[config.mk]
export PLATFORM = sky130hd
export DESIGN_NAME = adc_result_fifo_flat
export DESIGN_NICKNAME = d
export VERILOG_FILES = /design/src/rtl/adc_result_fifo_if.sv /design/src/rtl/adc_result_fifo.sv /design/src/flat_wrapper.sv
export SDC_FILE = /design/constraint.sdc
export NUM_CORES = 1
export LEC_CHECK = 0
export CAP_MARGIN = 5
export CORE_ASPECT_RATIO = 2
export CORE_MARGIN = 2
export CORE_UTILIZATION = 60
export CTS_BUF_LIST = sky130_fd_sc_hd__clkbuf_16
export DETAILED_ROUTE_END_ITERATION = 8
export PLACE_DENSITY = 0.85
export RECOVER_POWER = 25
export SLEW_MARGIN = 20
export SYNTH_ARGS = -nofsm -noshare
export SYNTH_HDL_FRONTEND = slang
export SYNTH_SLANG_ARGS = --single-unit
export TNS_END_PERCENT = 5
[constraint.sdc]
create_clock -name clk -period 7 [get_ports clk]
set_input_delay 0.7 -clock clk [delete_from_list [all_inputs] [get_ports clk]]
set_output_delay 0.7 -clock clk [all_outputs]
set_load 0.1 [all_outputs]
[src/rtl/adc_result_fifo_if.sv]
// Result-side bus of the ADC readout buffer: conversion capture in, valid/ready word stream out.
// valid/ready: a word transfers on a rising clk edge where data_valid_out and data_ready_in are both 1;
// while data_valid_out=1 and data_ready_in=0 the FIFO holds data_out and data_valid_out stable.
interface adc_result_fifo_if #(
  parameter int MATRIX_BITS = 10
);
  logic                   conv_finished_strobe_in;
  logic [MATRIX_BITS-1:0] result_in;
  logic                   data_valid_out;
  logic [MATRIX_BITS-1:0] data_out;
  logic                   data_ready_in;

  // master: the surrounding system (ADC controller plus consumer); slave: the FIFO.
  modport master (
    output conv_finished_strobe_in, result_in, data_ready_in,
    input  data_valid_out, data_out
  );

  modport slave (
    input  conv_finished_strobe_in, result_in, data_ready_in,
    output data_valid_out, data_out
  );
endinterface

[src/rtl/adc_result_fifo.sv]
// First-word-fall-through buffer for SAR ADC results with fill level, sticky overflow,
// level-threshold interrupt and a count of accepted samples.
module adc_result_fifo #(
  parameter int MATRIX_BITS = 10,
  parameter int FIFO_DEPTH  = 8,
  localparam int AW         = $clog2(FIFO_DEPTH)
) (
  input  logic                 clk,
  input  logic                 rst,
  input  logic                 enable_in,
  adc_result_fifo_if.slave     bus,
  output logic [AW:0]          level_out,
  input  logic [AW:0]          threshold_in,
  output logic                 threshold_irq_out,
  output logic                 overflow_out,
  input  logic                 overflow_clear_in,
  output logic [15:0]          sample_count_out
);

  localparam logic [AW:0] FULL_LEVEL = (AW+1)'(FIFO_DEPTH);

  logic [MATRIX_BITS-1:0] mem [FIFO_DEPTH];
  logic [AW-1:0]          wr_ptr;
  logic [AW-1:0]          rd_ptr;
  logic [AW:0]            level;
  logic                   overflow;
  logic [15:0]            sample_count;

  logic push, pop, full, valid, accept, drop;

  assign push   = enable_in & bus.conv_finished_strobe_in;
  assign valid  = (level != '0);
  assign pop    = valid & bus.data_ready_in;
  assign full   = (level == FULL_LEVEL);
  // A pop frees the head slot in the same edge, so a push into a full FIFO still lands.
  assign accept = push & (~full | pop);
  assign drop   = push & full & ~pop;

  always_ff @(posedge clk or posedge rst) begin
    if (rst) begin
      wr_ptr       <= '0;
      rd_ptr       <= '0;
      level        <= '0;
      overflow     <= 1'b0;
      sample_count <= '0;
    end else begin
      if (accept) begin
        wr_ptr       <= wr_ptr + AW'(1);
        sample_count <= sample_count + 16'd1;
      end
      if (pop) begin
        rd_ptr <= rd_ptr + AW'(1);
      end
      if (accept && !pop) begin
        level <= level + (AW+1)'(1);
      end else if (pop && !accept) begin
        level <= level - (AW+1)'(1);
      end
      if (drop) begin
        overflow <= 1'b1;
      end else if (overflow_clear_in) begin
        overflow <= 1'b0;
      end
    end
  end

  // Storage cells are not reset; the pointers and level define what is live.
  always_ff @(posedge clk) begin
    if (accept) begin
      mem[wr_ptr] <= bus.result_in;
    end
  end

  assign bus.data_valid_out = valid;
  assign bus.data_out       = valid ? mem[rd_ptr] : '0;
  assign level_out          = level;
  assign overflow_out       = overflow;
  assign sample_count_out   = sample_count;
  assign threshold_irq_out  = (threshold_in != '0) && (level >= threshold_in);

endmodule
[src/flat_wrapper.sv]
// flat-port wrapper written by rule: the top's interface ports become plain ports
module adc_result_fifo_flat 
#(
  parameter int MATRIX_BITS = 10,
  parameter int FIFO_DEPTH  = 8,
  localparam int AW         = $clog2(FIFO_DEPTH)
)
  (clk, rst, enable_in, level_out, threshold_in, threshold_irq_out, overflow_out, overflow_clear_in, sample_count_out, bus_conv_finished_strobe_in, bus_result_in, bus_data_ready_in, bus_data_valid_out, bus_data_out);
  adc_result_fifo_if #(.MATRIX_BITS(MATRIX_BITS)) bus_i ();
  input  logic clk;
  input  logic rst;
  input  logic enable_in;
  output logic [AW:0] level_out;
  input  logic [AW:0] threshold_in;
  output logic threshold_irq_out;
  output logic overflow_out;
  input  logic overflow_clear_in;
  output logic [15:0] sample_count_out;
  input wire logic [$bits(bus_i.conv_finished_strobe_in)-1:0] bus_conv_finished_strobe_in;
  input wire logic [$bits(bus_i.result_in)-1:0] bus_result_in;
  input wire logic [$bits(bus_i.data_ready_in)-1:0] bus_data_ready_in;
  output wire logic [$bits(bus_i.data_valid_out)-1:0] bus_data_valid_out;
  output wire logic [$bits(bus_i.data_out)-1:0] bus_data_out;
  assign bus_i.conv_finished_strobe_in = bus_conv_finished_strobe_in;
  assign bus_i.result_in = bus_result_in;
  assign bus_i.data_ready_in = bus_data_ready_in;
  assign bus_data_valid_out = bus_i.data_valid_out;
  assign bus_data_out = bus_i.data_out;
  adc_result_fifo #(.MATRIX_BITS(MATRIX_BITS), .FIFO_DEPTH(FIFO_DEPTH)) u_core (.clk(clk), .rst(rst), .enable_in(enable_in), .bus(bus_i), .level_out(level_out), .threshold_in(threshold_in), .threshold_irq_out(threshold_irq_out), .overflow_out(overflow_out), .overflow_clear_in(overflow_clear_in), .sample_count_out(sample_count_out));
endmodule
# After elaboration in Yosys (flattened, before gate mapping)
# Memory sizes are Yosys's and may differ from the RTL's.
# Index checks and enable logic that the tools add are counted.
# op_classes
n_eq_ne	1
mux	7
bitwise_logic	8
n_reduce_logical	9
order_cmp	1
add_sub_neg	5
# op_table
op	count
adder 16 x 1 -> 16 bit (second input constant)	1
two-way mux 10 bit	1
two-way mux 4 bit	2
nonzero test 4 bit	2
adder 3 x 1 -> 3 bit (second input constant)	2
AND 1 bit	5
adder 4 x 1 -> 4 bit (second input constant)	1
equality test 4 bit (second input constant)	1
greater-or-equal comparator 4 bit	1
two-way mux 1 bit	4
nonzero test 2 bit	2
subtractor 4 x 1 -> 4 bit (second input constant)	1
logical AND 1 bit	3
zero test 1 bit	2
inverter 1 bit	2
bitwise OR 1 bit	1
# totals
output_inout_bits	33
input_bits	20
ff_bits	27
mem_bits_rw	80
wordCells	37
mem_count	1
# memory_table
memory	depth	word_bits	read_ports	rd_ports_with_merged_regs	wr	line	rtl
u_core.mem	8	10	1	0	1	adc_result_fifo.sv:22	logic [MATRIX_BITS-1:0] mem [FIFO_DEPTH];

# Longest topological paths before layout
# Gate-level depths: netlist of the first run.
# logic_depth
ltp_word	8
depth_mapped	12
ltp_nobuf	11

# Least setup slack after synthesis of the first run
# No wires, ideal clock.
# synth_timing
kind	register to output
start	register u_core.level[0] (netlist: u_core.level_out[0])
end	output port threshold_irq_out
t_required_ns	6.300
setup_slack_ns	2.571
arrival_ns	3.729
n_path_buf	0
path_stages_with_launch	7
cell_sequence	dfrtp_1 > inv_1 > ha_1 > nand2b_1 > a21o_1 > a211oi_1 > nor3_1
# synth_between
elab_chain_cells	2
# synth_rtl
element	line	rtl
start, declared	adc_result_fifo.sv:25	logic [AW:0] level;
start signal, assigned	adc_result_fifo.sv:55	level <= level + (AW+1)'(1);
start signal, assigned	adc_result_fifo.sv:57	level <= level - (AW+1)'(1);
greater-or-equal comparator 4 bit	adc_result_fifo.sv:79	assign threshold_irq_out = (threshold_in != '0) && (level >= threshold_in);
logical AND 1 bit	adc_result_fifo.sv:79	
end, declared	flat_wrapper.sv:15	output logic threshold_irq_out;
# Every way passes these cells.

# Worst setup path in the final report of the first run
# layout_timing
start	register u_core.rd_ptr[0]
end	output port bus_data_out[0]
# layout_between
elab_chain_cells	2
# layout_rtl
element	line	rtl
start, declared	adc_result_fifo.sv:24	logic [AW-1:0] rd_ptr;
start signal, assigned	adc_result_fifo.sv:52	rd_ptr <= rd_ptr + AW'(1);
memory read (8 x 10 bit)	-	
two-way mux 10 bit	adc_result_fifo.sv:75	assign bus.data_out = valid ? mem[rd_ptr] : '0;
end, declared	flat_wrapper.sv:23	output wire logic [$bits(bus_i.data_out)-1:0] bus_data_out;
# Every way passes these cells.

==> flow_metrics.tcl, run 1 <==
set metrics [dict create \
    ys_warn_count 0 \
    finClkSkew_ns 0.00535 \
    antenna_cells 0 \
    overflow 0 \
    ant_nets 0 \
    synth_top_family_by_area "multiplexers" \
    cp_cell_sequence "buf_4 -> mux4_2 -> mux2i_1 -> nor2_1 -> clkdlybuf4s50_1" \
    cts-root-buf "clkbuf_16" \
    async_flop_share 0.252 \
    syn_area_mm2 0.00455 \
    antenna_found_initial 0 \
    synth.most_common_cell "edfxtp_1" \
    critical-path-top-delay-family "buffers and inverters" \
    drtIter0Drc 148 \
    synth_fa_ha_area_frac 0.0319 \
    period_share 0.558 \
    start_kind "register" \
    ioPinCount 53 \
    min_period_ns 3.91 \
    rsz0062_at_grt "no" \
    synth_compound_area_frac 0.0237 \
    hold_viol 0 \
    chipHeight_um 127 \
    place_hpwl_um 5430 \
    cp.required_ns 6.30 \
    cts_resized 0 \
    synth_top_flop_cell "edfxtp_1" \
    setup_tns_ns 0 \
    path_buf_inv 2 \
    netlist_top_cells_count "edfxtp_1 (80), dfrtp_1 (27), mux4_2 (20)" \
    synthCells 268 \
    grt_pass1_vias 2630 \
    synthTopCellsByArea "edfxtp_1 (53%), dfrtp_1 (15%), mux4_2 (9.9%), xnor2_1 (2.9%), ha_1 (2.8%)" \
    synth_top_area_frac 0.528 \
    drtPass1Iterations 4 \
    cp_max_fo 14 \
    synth_mux_area_frac 0.131 \
    multi_input_area_mm2 0.00142 \
    ys_ff_latch 107 \
    area_delta_synth_final_pct 20.9 \
    slew_headroom 0.291 \
    dieArea_mm2 0.00834 \
    yosys.area_share.simple 0.0773 \
    cts_tree "yes" \
    end_kind "output port" \
    seq_area_mm2 0.00308 \
    nFillCells 470 \
    cts_setup_buffers 0 \
    grt_pass1_wl_um 13900 \
    drv_cap 0 \
    cts_sinks 107 \
    clock_path_buffers 2 \
    insertion_delay_ns 0.34 \
    startpoint "u_core.rd_ptr[0]" \
    cp_data_arrival_time_ns 3.21 \
    holdBufCountCts 0 \
    min_from "u_core.sample_count_out[15]" \
    setup_violations 0 \
    slowest_delay_ns 0.99 \
    reg2reg_from "u_core.level_out[0]" \
    synth_xor_xnor_area_share 0.0404 \
    final_nets 356 \
    fmax_ghz 0.256 \
    clkTransAtPathRegs_ns 0.06 \
    path_class "reg -> out" \
    yosys.area.top_type "edfxtp_1" \
    grt_max_degree 28 \
    synth_edf_count 80 \
    syn_avg_cell_area_um2 17.0 \
    routed_wl_um 8640 \
    synthDistinctLibCells 45 \
    synth_seq_area_share 0.677 \
    crit_slowest_cell "clkdlybuf4s50_1" \
    initial_utilization 0.608 \
    tightest_slew_ns 1.06 \
    cts_made_buffers 9 \
    wire_per_inst_um 20.4 \
    slew_violations 0 \
    placementRows 45 \
    viasPerCell 5.90 \
    grt_use_total 0.231 \
    hold_class "reg -> reg" \
    core_mm2 0.00749 \
    htreeDepth 3 \
    drive_gt1_frac 0.179 \
    gp_congestion 0.754 \
    drc_errors 0 \
    io_buffer_count 52 \
    route.vias.total 2500 \
    die_x_um 65.6 \
    synth_nets 299 \
    outcome "finished clean" \
]
[registers in the layout, summed over array words and instances (netlist names)]
name                     flops
u_core.mem                  80
u_core.sample_count_out     16
u_core.level_out             4
u_core.rd_ptr                3
u_core.wr_ptr                3
u_core.overflow_out          1
[final cells by class]
cell class	count	share of cell area
clock inverter	7	0.0125
inverter	10	0.00682
tap	94	0.0214
clock buffer	9	0.0409
sequential	107	0.560
timing repair buffer	56	0.100
multi-input combinational	141	0.259
[worst reg2reg max path, cell delays in order, from the launching register on]
cell and delay, ns:
dfrtp_1 0.48, or3_4 0.46, nor2_2 0.52, inv_2 0.12, nand2_2 0.13, ha_1 0.21
inv_1 0.12, ha_1 0.30, a21o_1 0.22, a2111oi_2 0.38, a31oi_1 0.08, a221o_1 0.33
[metrics by stage]
step           utilization  cells  hold slack, ns  cell area (um2)  setup WS (ns)
2_1_floorplan            -    268           0.560             4550           2.57
3_3_place_gp         0.695    408           0.467             5210           3.35
3_5_place_dp         0.695    408           0.474             5210           3.27
4_1_cts              0.735    424           0.487             5500           3.02
5_1_grt              0.735    424           0.509             5500           2.89
6_report             0.735    424           0.483             5500           3.09
[per-layer routing]
metal  vias up  global-route usage  routed length, um
met5         -                   0                  0
met4         0              0.0980                188
met3        14              0.0370                337
met2        77               0.381               4550
met1      1263               0.304               3570
li1       1146                   -                  -
[placed cells by master, fill, tap and decap left out, types with 3 or more instances in the layout]
master and instances:
mux2i_1 10, nor2_1 13, and3_1 3, xnor2_1 15, clkbuf_16 9, ha_1 10
nand3_1 8, clkdlybuf4s50_1 43, and4_1 3, xor2_1 6, mux4_2 20, buf_4 4
nor3b_2 3, nand2_1 8, mux2_2 3, dlygate4sd3_1 9, nor3_1 6, dfrtp_1 27
inv_1 8, nand4_1 3, edfxtp_1 80
[cell families (layout without fill, tap and decap cells)]
group	after synthesis	after routing
xor gates and xnor gates	21	21
buffers and inverters	20	82
DFF	107	107
and+or+nand+nor	63	63
muxes	34	34
adders and majority gates	11	11
AOI/OAI and AO/OA	12	12
[path summary, 6_finish.rpt]
kind,to,slack [ns],cells past startpoint
max,bus_data_out[0],3.09,5
max in group asynchronous,u_core.wr_ptr[0],5.78,2
max reg2reg,u_core.level_out[3],3.56,11
min reg2reg,u_core.sample_count_out[15],0.48,1
min,u_core.sample_count_out[15],0.48,1
min in group asynchronous,u_core.level_out[1],0.78,2
Power of run 1 is not shown: default switching activity piles up to over one toggle a cycle in this logic, so the estimate is an artifact.
==> run 2, diff against run 1 <==
- CORE_UTILIZATION: 60 -> 50
- PLACE_DENSITY: 0.85 -> 0.75
- clock period: 7 -> 3.2 ns (I/O delays scaled with it)
==> flow_metrics.tcl, run 2 (synthesized netlist as in run 1, its figures left out) <==
set metrics [dict create \
    nFillCells 656 \
    wl_met1_um 3110 \
    multi_input_area_mm2 0.00141 \
    grt_pass1_wl_um 13700 \
    htreeDepth 3 \
    setup_tns_ns 0 \
    layout_common_cells "edfxtp_1 (80), clkdlybuf4s50_1 (34), dfrtp_1 (23)" \
    largest_reg_flops 80 \
    rr_endpoint "u_core.level_out[3]" \
    cp_data_arrival_time_ns 3.23 \
    cts-root-buf "clkbuf_16" \
    slew_violations 0 \
    clock_path_buffers 2 \
    antenna_cells 0 \
    drc_errors 0 \
    viasPerCell 5.72 \
    cts_tree "yes" \
    drtPass1Iterations 4 \
    r2r_slack_ns 0.19 \
    path_class "reg -> reg" \
    dieArea_mm2 0.00992 \
    drive_gt1_frac 0.228 \
    crit_top_cell "ha_1" \
    slowest_delay_ns 0.53 \
    grt_pass1_vias 2599 \
    drtIter0Drc 100 \
    min_delay_path_depth 1 \
    clkTransAtPathRegs_ns 0.07 \
    setup_violations 0 \
    slew_headroom 0.00546 \
    wl_met2_um 4690 \
    ioPinCount 53 \
    wl_met3_um 448 \
    wire_per_inst_um 19.3 \
    tightest_slew_ns 1.49 \
    chipHeight_um 139 \
    core_mm2 0.00889 \
    cts_sinks 107 \
    area_delta_synth_final_pct 21.7 \
    io_buffer_count 52 \
    place_hpwl_um 5940 \
    hold_viol 0 \
    grt_use_total 0.186 \
    worstRegToRegCells 11 \
    min_period_ns 3.01 \
    gp_congestion 0.751 \
    die_x_um 71.5 \
    fin_util 0.623 \
    layout_commonest_cell "edfxtp_1" \
    routed_wl_um 8490 \
    end_kind "register" \
    cts_made_buffers 9 \
    initial_utilization 0.512 \
    cp_cell_sequence "or3_4 -> nor2_2 -> inv_2 -> nand2_2 -> ha_1 -> inv_1 -> ha_1 -> a21o_1 -> a2111oi_2 -> a31oi_1 -> a221o_1" \
    reg2reg_from "u_core.level_out[0]" \
    antenna_found_initial 0 \
    route.vias.total 2515 \
    cts_resized 0 \
    cts_setup_buffers 0 \
    fmax_ghz 0.332 \
    finClkSkew_ns 0.0126 \
    outcome "finished clean" \
    crit_slowest_cell "dfrtp_4" \
    ant_nets 0 \
    final_nets 364 \
    rsz0062_at_grt "no" \
    overflow 0 \
    placementRows 49 \
    whs_endpoint "u_core.sample_count_out[15]" \
    hold_class "reg -> reg" \
    grt_max_degree 28 \
    start_kind "register" \
    seq_area_mm2 0.00309 \
    cp.required_ns 3.42 \
    drv_cap 0 \
    cp_max_fo 7 \
    holdBufCountCts 0 \
    max_flop_register "u_core.mem" \
    period_share 0.940 \
    min_from "u_core.sample_count_out[15]" \
    highest_layer "met4" \
    insertion_delay_ns 0.34 \
]
[run 2: how the worst max path moves through the flow]
stage,startpoint,endpoint,slack [ns],cells past startpoint
after global placement,bus_data_ready_in,u_core.level_out[3],0.27,12
after CTS,u_core.level_out[0],u_core.level_out[3],0.20,11
final,u_core.level_out[0],u_core.level_out[3],0.19,11
after detailed placement,bus_data_ready_in,u_core.level_out[3],0.12,12
after global routing,u_core.level_out[0],u_core.level_out[3],0.04,11
after floorplan,u_core.level_out[1],u_core.level_out[3],0.006,11
[run 2: critical path: cells and delay by family, from the launching register on]
kind,cells,cell delay (ns)
flip-flops,1,0.53
adder cells (fa/ha/maj),2,0.51
AND/OR/NAND/NOR,3,0.66
AO/OA/AOI/OAI,4,1.01
buffers and inverters,2,0.18
[run 2: cell type report]
| class | count | share of cell area |
|---|---|---|
| clock inverters | 7 | 0.00723 |
| well taps | 102 | 0.0230 |
| repair buffers | 64 | 0.111 |
| multi-input cells | 141 | 0.254 |
| inverters | 10 | 0.00678 |
| clock buffers | 9 | 0.0407 |
| flip-flops and latches | 107 | 0.557 |
[run 2: metrics by stage]
stage	hold WS (ns)	area [um2]	cells	setup WS, ns
2_1_floorplan	0.373	4560	268	0.00599
3_3_place_gp	0.467	5280	424	0.267
3_5_place_dp	0.467	5280	424	0.118
4_1_cts	0.358	5540	440	0.199
5_1_grt	0.490	5540	440	0.0412
6_report	0.478	5540	440	0.191
[run 2: routing by layer]
| metal | GRT usage | vias to the layer above |
|---|---|---|
| met5 | 0 | - |
| met4 | 0.0794 | 0 |
| met3 | 0.0465 | 15 |
| met2 | 0.323 | 73 |
| met1 | 0.212 | 1267 |
| li1 | - | 1160 |
Power of run 2 is left out for the same reason.
==> run 3, diff against run 2 <==
- CORE_ASPECT_RATIO: 2 -> 1.25
==> flow_metrics.tcl, run 3 (synthesized netlist as in run 1, its figures left out) <==
set metrics [dict create \
    outcome "finished clean" \
    path_buf_inv 2 \
    slew_headroom 0.337 \
    drv_cap 0 \
    nFillCells 667 \
    gp_congestion 0.734 \
    finClkSkew_ns 0.00452 \
    rr_endpoint "u_core.level_out[3]" \
    endpoint "u_core.level_out[3]" \
    cp_max_fo 7 \
    fmax_ghz 0.336 \
    htreeDepth 3 \
    core_mm2 0.00875 \
    cp_cell_sequence "or3_4 -> nor2_2 -> inv_2 -> nand2_2 -> ha_1 -> inv_1 -> ha_1 -> a21o_1 -> a2111oi_2 -> a31oi_1 -> a221o_1" \
    final_nets 364 \
    dieArea_mm2 0.00988 \
    ioPinCount 53 \
    setup_violations 0 \
    clkTransAtPathRegs_ns 0.06 \
    critical-path-top-delay-family "compound AO/OA/AOI/OAI gates" \
    drc_errors 0 \
    cts-root-buf "clkbuf_16" \
    viasPerCell 5.41 \
    layout_common_cells "edfxtp_1 (80), clkdlybuf4s50_1 (32), buf_4 (24)" \
    fin_util 0.632 \
    grt_max_degree 23 \
    cp.required_ns 3.41 \
    crit_slowest_cell "dfrtp_4" \
    layout_commonest_cell "edfxtp_1" \
    holdBufCountCts 0 \
    fin_area_mm2 0.00553 \
    min_period_ns 2.98 \
    route.vias.total 2472 \
    period_share 0.931 \
    cp_data_arrival_time_ns 3.20 \
    antenna_found_initial 0 \
    drive_gt1_frac 0.237 \
    dpl_cell_area_mm2 0.00526 \
    chipHeight_um 111 \
    clock_path_buffers 2 \
    largest_reg_flops 80 \
    initial_utilization 0.520 \
    end_kind "register" \
    startpoint "u_core.level_out[0]" \
    slowest_delay_ns 0.52 \
    multi_input_area_mm2 0.00141 \
    cts_setup_buffers 0 \
    cts_sinks 107 \
    reg2reg_from "u_core.level_out[0]" \
    cts_resized 0 \
    tightest_slew_ns 0.992 \
    routed_wl_um 8430 \
    placementRows 38 \
    insertion_delay_ns 0.34 \
    overflow 0 \
    grt_use_total 0.184 \
    max_flop_register "u_core.mem" \
    hold_class "in -> async" \
    worst-path-stages 11 \
    start_kind "register" \
    setup_tns_ns 0 \
    cts_made_buffers 9 \
    wire_per_inst_um 18.4 \
    drtIter0Drc 116 \
    area_delta_synth_final_pct 21.5 \
    slew_violations 0 \
    grt_pass1_vias 2596 \
    grt_pass1_wl_um 13400 \
    io_buffer_count 52 \
    crit_top_cell "ha_1" \
    cts_tree "yes" \
    seq_area_mm2 0.00309 \
    hold_viol 0 \
    ant_nets 0 \
    path_class "reg -> reg" \
    drtPass1Iterations 4 \
    worstRegToRegCells 11 \
    place_hpwl_um 5540 \
    die_x_um 89.3 \
    rsz0062_at_grt "no" \
    antenna_cells 0 \
    r2r_slack_ns 0.22 \
]
run 3: cell count changes in the layout (fill, tap and decap cells not counted):
cell	delta
inv_6	+2
buf_4	+4
clkinv_2	+1
clkinv_1	-1
inv_1	-2
buf_12	-3
clkbuf_1	-1
dlygate4sd3_1	+2
clkinv_4	-1
clkdlybuf4s50_1	-2
run 3: worst min path at each step:
stage / end / slack [ns] / cells past startpoint
final: u_core.sample_count_out[5] / 0.46 / 2
after global routing: u_core.sample_count_out[15] / 0.50 / 1
after CTS: u_core.sample_count_out[15] / 0.48 / 1
after detailed placement: u_core.sample_count_out[15] / 0.47 / 1
after global placement: u_core.sample_count_out[15] / 0.47 / 1
after floorplan: u_core.level_out[0] / 0.37 / 1
run 3: routing by layer:
metal / wire length [um] / GRT usage / up-vias
met1: 3620 / 0.247 / 1256
met3: 296 / 0.0433 / 8
met2: 4430 / 0.301 / 51
met4: 82 / 0.0478 / 0
li1: - / - / 1157
met5: 0 / 0 / -
run 3: layout make-up:
cell class                      instances  share of cell area
Sequential cell                       107               0.558
Clock buffer                            9              0.0407
Inverter                               10             0.00679
Tap cell                              120              0.0272
Multi-Input combinational cell        141               0.255
Timing Repair Buffer                   64               0.105
Clock inverter                          6             0.00769
run 3: stage by stage:
stage,hold slack (ns),worst slack [ns],std cells
global placement,0.468,0.271,442
finish,0.457,0.220,457
CTS,0.482,0.229,457
global route,0.504,0.0837,457
detailed placement,0.472,0.141,442
floorplan,0.373,0.00599,268
Power of run 3 is left out for the same reason.
